**config.mk**
```make
export PLATFORM = sky130hd
export DESIGN_NAME = alu_flat
export DESIGN_NICKNAME = d
export VERILOG_FILES = /design/src/rtl/alu_if.sv /design/src/rtl/alu.sv /design/src/flat_wrapper.sv
export SDC_FILE = /design/constraint.sdc
export NUM_CORES = 1
export LEC_CHECK = 0
export ABC_AREA = 1
export CORE_MARGIN = 10
export CORE_UTILIZATION = 40
export CTS_CLUSTER_DIAMETER = 40
export DETAILED_ROUTE_END_ITERATION = 6
export HOLD_SLACK_MARGIN = 0.03
export PLACE_DENSITY = 0.7
export SLEW_MARGIN = 25
export SYNTH_ARGS = -nofsm -noshare
export SYNTH_HDL_FRONTEND = slang
export SYNTH_SLANG_ARGS = --single-unit
```
**constraint.sdc**
```tcl
create_clock -name clk -period 0.8 [get_ports clk]
set_input_delay 0.12 -clock clk [delete_from_list [all_inputs] [get_ports clk]]
set_output_delay 0.12 -clock clk [all_outputs]
set_load 0.02 [all_outputs]
```
**src/rtl/alu_if.sv**
```systemverilog
// alu_if: operand/result bundle for the 4-bit registered ALU.
//   a, b : 4-bit unsigned operands (b doubles as the shift amount)
//   s    : 2-bit operation select
//   f    : registered 4-bit result
//   y    : registered status word; bit 0 is carry / no-borrow, bits 3:1 are 0
// master drives operands and select and samples the results;
// slave (the ALU) does the reverse.
interface alu_if;
  logic [3:0] a;
  logic [3:0] b;
  logic [1:0] s;
  logic [3:0] f;
  logic [3:0] y;

  modport master (output a, b, s, input f, y);
  modport slave  (input a, b, s, output f, y);
endinterface

```
**src/rtl/alu.sv**
```systemverilog
// alu: 4-bit registered arithmetic/logic unit.
//   clk   : rising-edge clock
//   rst_n : asynchronous active-low reset; clears f and y
//   bus   : alu_if slave port (a, b, s in; f, y out)
// Operation select s: 00 ADD, 01 SUB, 10 SHL (a << b), 11 AND.
// Result and status are computed combinationally and captured every
// rising edge, so the output reflects the operands from the previous edge.
module alu (
  input  logic  clk,
  input  logic  rst_n,
  alu_if.slave  bus
);

  typedef enum logic [1:0] {
    OP_ADD = 2'b00,
    OP_SUB = 2'b01,
    OP_SHL = 2'b10,
    OP_AND = 2'b11
  } op_e;

  op_e        op;
  logic [4:0] sum;
  logic [3:0] f_next;
  logic [3:0] y_next;

  assign op = op_e'(bus.s);

  always_comb begin
    sum    = '0;
    f_next = '0;
    y_next = '0;
    unique case (op)
      OP_ADD: begin
        sum    = {1'b0, bus.a} + {1'b0, bus.b};
        f_next = sum[3:0];
        y_next = {3'b000, sum[4]};
      end
      OP_SUB: begin
        // Two's-complement subtract; carry out set means no borrow.
        sum    = {1'b0, bus.a} + {1'b0, ~bus.b} + 5'd1;
        f_next = sum[3:0];
        y_next = {3'b000, sum[4]};
      end
      OP_SHL: begin
        // Any shift of 4 or more clears every bit of a 4-bit word.
        if (bus.b[3:2] != 2'b00)
          f_next = '0;
        else
          f_next = bus.a << bus.b[1:0];
      end
      OP_AND: begin
        f_next = bus.a & bus.b;
      end
      default: begin
        f_next = '0;
      end
    endcase
  end

  always_ff @(posedge clk or negedge rst_n) begin
    if (!rst_n) begin
      bus.f <= '0;
      bus.y <= '0;
    end else begin
      bus.f <= f_next;
      bus.y <= y_next;
    end
  end

endmodule

```
**src/flat_wrapper.sv**
```systemverilog
// flat-port wrapper written by rule: the top's interface ports become plain ports
module alu_flat 
  (clk, rst_n, bus_a, bus_b, bus_s, bus_f, bus_y);
  alu_if bus_i ();
  input  logic clk;
  input  logic rst_n;
  input wire logic [$bits(bus_i.a)-1:0] bus_a;
  input wire logic [$bits(bus_i.b)-1:0] bus_b;
  input wire logic [$bits(bus_i.s)-1:0] bus_s;
  output wire logic [$bits(bus_i.f)-1:0] bus_f;
  output wire logic [$bits(bus_i.y)-1:0] bus_y;
  assign bus_i.a = bus_a;
  assign bus_i.b = bus_b;
  assign bus_i.s = bus_s;
  assign bus_f = bus_i.f;
  assign bus_y = bus_i.y;
  alu u_core (.clk(clk), .rst_n(rst_n), .bus(bus_i));
endmodule
```
==> run_results.csv <==
group,metric,value,unit
outcome,status,"finished with violations",
outcome,violations,"setup timing",
die,initial_core_util,0.4236,
power_and_ir_drop,power,0.001187,W
global_route,grtUsageMet2,0.1838,
setup_path,cp_max_fo,3,
die,die_y,59.94,microns
die,rows,14,
route,viasPerCell,4.813,
sta,whs,0.1012,ns
global_route,antenna_found_initial,0,
setup_path,cpPeakStageDelay,0.34,ns
power_and_ir_drop,pwr-share-clk,0.236,
finish,antenna_cells,0,
setup_path,path_cells,"buf_8 > ha_4 > inv_2 > fa_2 > or2_4 > a21oi_2 > o21ai_1 > nand2_1",
sta,finalHoldViolCount,0,
route,drtIter0Drc,15,
placement,place_area,940.9,sq um
die,coreArea,0.001506,sq mm
global_route,overflow,0,
cts,root_buffer,"clkbuf_4",
sta,layout_min_cycle_time,1.069,ns
global_route,grt_use_met1,0.1127,
yosys,synthFlopType,"dfrtp_1",
sta,finalCritPeriodShare,1.337,
sta,fmax,935.0,MHz
global_route,grt_max_degree,8,
setup_path,crit_slowest_cell,"fa_2",
placement,dpl.hpwl,1.454,mm
sta,finalWorstSetupSlack,-0.2695,ns
cts,cts_sinks,5,
finish,post-route-util,0.7367,
finish,syn2layout_area_growth,73.92,%
power_and_ir_drop,netSwitchingFraction,0.3387,
cts,clockBufferDepth,2,
placement,gp_congestion,0.8355,
yosys,async_flop_share,1.000,
yosys,synth_most_common_cell,"nand2_1",
yosys,ys_ff_latch,5,
placement,port_buffers,16,
route,drc,0,
finish,drive_above_1_share,0.4701,
global_route,grt_pass1_vias,701,
route,drt-total-wl,1.926,mm
yosys,synthDistinctLibCells,21,
global_route,grt_usage,0.1008,
power_and_ir_drop,p_sw,0.0004020,W
setup_path,critPathLaunchType,"input port",
yosys,syn_area,638.1,sq um
yosys,yosys_warnings,0,
min_path,hp-class,"in2async",
yosys,synth_area_leader_cell,"dfrtp_1",
finish,fin_nets,158,
global_route,gr-max-usage-layer,"met2",
route,final_antenna_net_count,0,
setup_path,path_class,"in2reg",
yosys,synth-edff-count,0,
die,ioPinCount,20,
route,routedWlPerCell,12.84,microns
sta,setup_tns,-1.028,ns
power_and_ir_drop,seqPwrFrac,0.249,
die,dieArea,0.003593,sq mm
yosys,synth_area_leaders,"dfrtp_1 (20%), ha_1 (18%), nand2_1 (14%)",
finish,design_area,0.001110,sq mm
job,drv_cap,0,
power_and_ir_drop,p_int,0.0007849,W
sta,setup_viol,9,
setup_path,arrival,1.24,ns
cts,cts_buffers,3,
yosys,syn-instance-count,92,
cts,clk_pin_slew,0.04,ns
setup_path,cp-endpoint,"u_core.bus.y[0]",
setup_path,end_kind,"flop",
yosys,avgSynthCellArea,6.936,sq um
route,vias,722,
yosys,ys_seq_area_frac,0.1961,
global_route,met3_usage,0.02119,
sta,grt_setup_unrepaired,"yes",
power_and_ir_drop,p_per_area,1070,mW/mm^2
yosys,synthTopCellsByCount,"nand2_1 (24), inv_1 (16), nand3_1 (12), ha_1 (9), dfrtp_1 (5)",
die,die_x,59.94,microns
cts,postCtsHoldBufs,0,
cts,cts.htree.levels,1,
cts,cts_tree,"built",
setup_path,crit_start,"bus_b[0]",
route,dr.pass1.iters,4,
power_and_ir_drop,cellLeakagePower,0.5662,nW
finish,fill_cells,119,
yosys,yosysTopAreaCellShare,0.1961,
power_and_ir_drop,power_frac_comb,0.514,
global_route,grt_pass1_wl,2.911,mm
power_and_ir_drop,vdd.ir_drop.worst,485.9,uV
sta,report.final.slew_viol_count,0,
setup_path,crit_required,0.97,ns
layer usage:
layer / vias to the layer above / share of wire
met5: - / 0
met4: 0 / 0
met3: 0 / 0.053
met2: 26 / 0.55
met1: 327 / 0.39
li1: 369 / -
flip-flops by register name, summed over array words and instances, names as in the netlist:
| register | flops |
|---|---|
| u_core.bus.f | 4 |
| u_core.bus.y | 1 |
repair_timing:
item,4_1_cts,5_1_grt
gates resized for setup,85,5
buffers inserted,5,2
setup endpoints to repair,10,9
gates cloned,0,0
pin swaps,11,10
endpoints found under the hold margin,0,0
per-stage QoR:
step | setup WS, ns | std cells
2_1_floorplan | -0.3371 | 94
3_3_place_gp | -0.9506 | 139
5_1_grt | -0.3222 | 150
6_report | -0.2695 | 150
4_1_cts | -0.2614 | 148
3_5_place_dp | -0.9771 | 139
worst max-delay path: cells and delay by family:
family,cells,cell delay [ns]
simple gates,2,0.31
compound gates,2,0.20
buf+inv,2,0.14
fa+ha+maj,2,0.48
worst min-delay path by stage:
| stage | end | slack, ns | depth (start not counted) |
|---|---|---|---|
| after floorplan | u_core.bus.f[0] | -0.18 | 0 |
| after global placement | u_core.bus.f[2] | 0.35 | 1 |
| after detailed placement | u_core.bus.f[2] | 0.35 | 1 |
| after CTS | u_core.bus.f[2] | 0.10 | 1 |
| after global routing | u_core.bus.y[0] | 0.12 | 1 |
| final | u_core.bus.f[2] | 0.10 | 1 |
cells by family (layout without fill, tap and decap cells):
group,count (synthesis),after routing,share of synthesized area
AND/OR/NAND/NOR,45,45,0.3138
buffers and inverters,20,60,0.1471
adder cells (fa/ha/maj),11,11,0.2392
AO/OA/AOI/OAI,10,10,0.09804
flip-flops,5,5,0.1961
other,1,3,0.005877
cell type report:
class	count	area [sq um]	share of cell area
clock buffer	4	26.28	0.02368
inverter	16	67.56	0.06088
multi-input combinational	69	513.0	0.4622
sequential	5	125.1	0.1127
tap	16	20.02	0.01804
timing repair buffer	40	357.8	0.3224
placed cells by master (no fill, tap or decap), types with 3 or more instances in the layout:
cell type      netlist  final
buf_6                1     10
ha_1                 9      3
dlygate4sd2_1        0      4
inv_2                0      7
a21oi_2              2      3
ha_4                 0      6
conb_1               1      3
nand2_1             24     23
inv_4                0      3
nand3_1             12     12
clkbuf_4             0      3
dfrtp_1              5      5
nor2_1               4      4
buf_4                3     22
inv_1               16      6
power groups by stage:
stage / clock (W) / combinational, W / sequential, W
after global routing: 0.000306 / 0.000670 / 0.000298
after global placement: 0 / 0.000497 / 0.000293
after floorplan: 0 / 0.000237 / 0.000333
final: 0.000281 / 0.000611 / 0.000296
after CTS: 0.000294 / 0.000576 / 0.000297
after detailed placement: 0 / 0.000506 / 0.000294
Power figures use the tool's default switching activity.
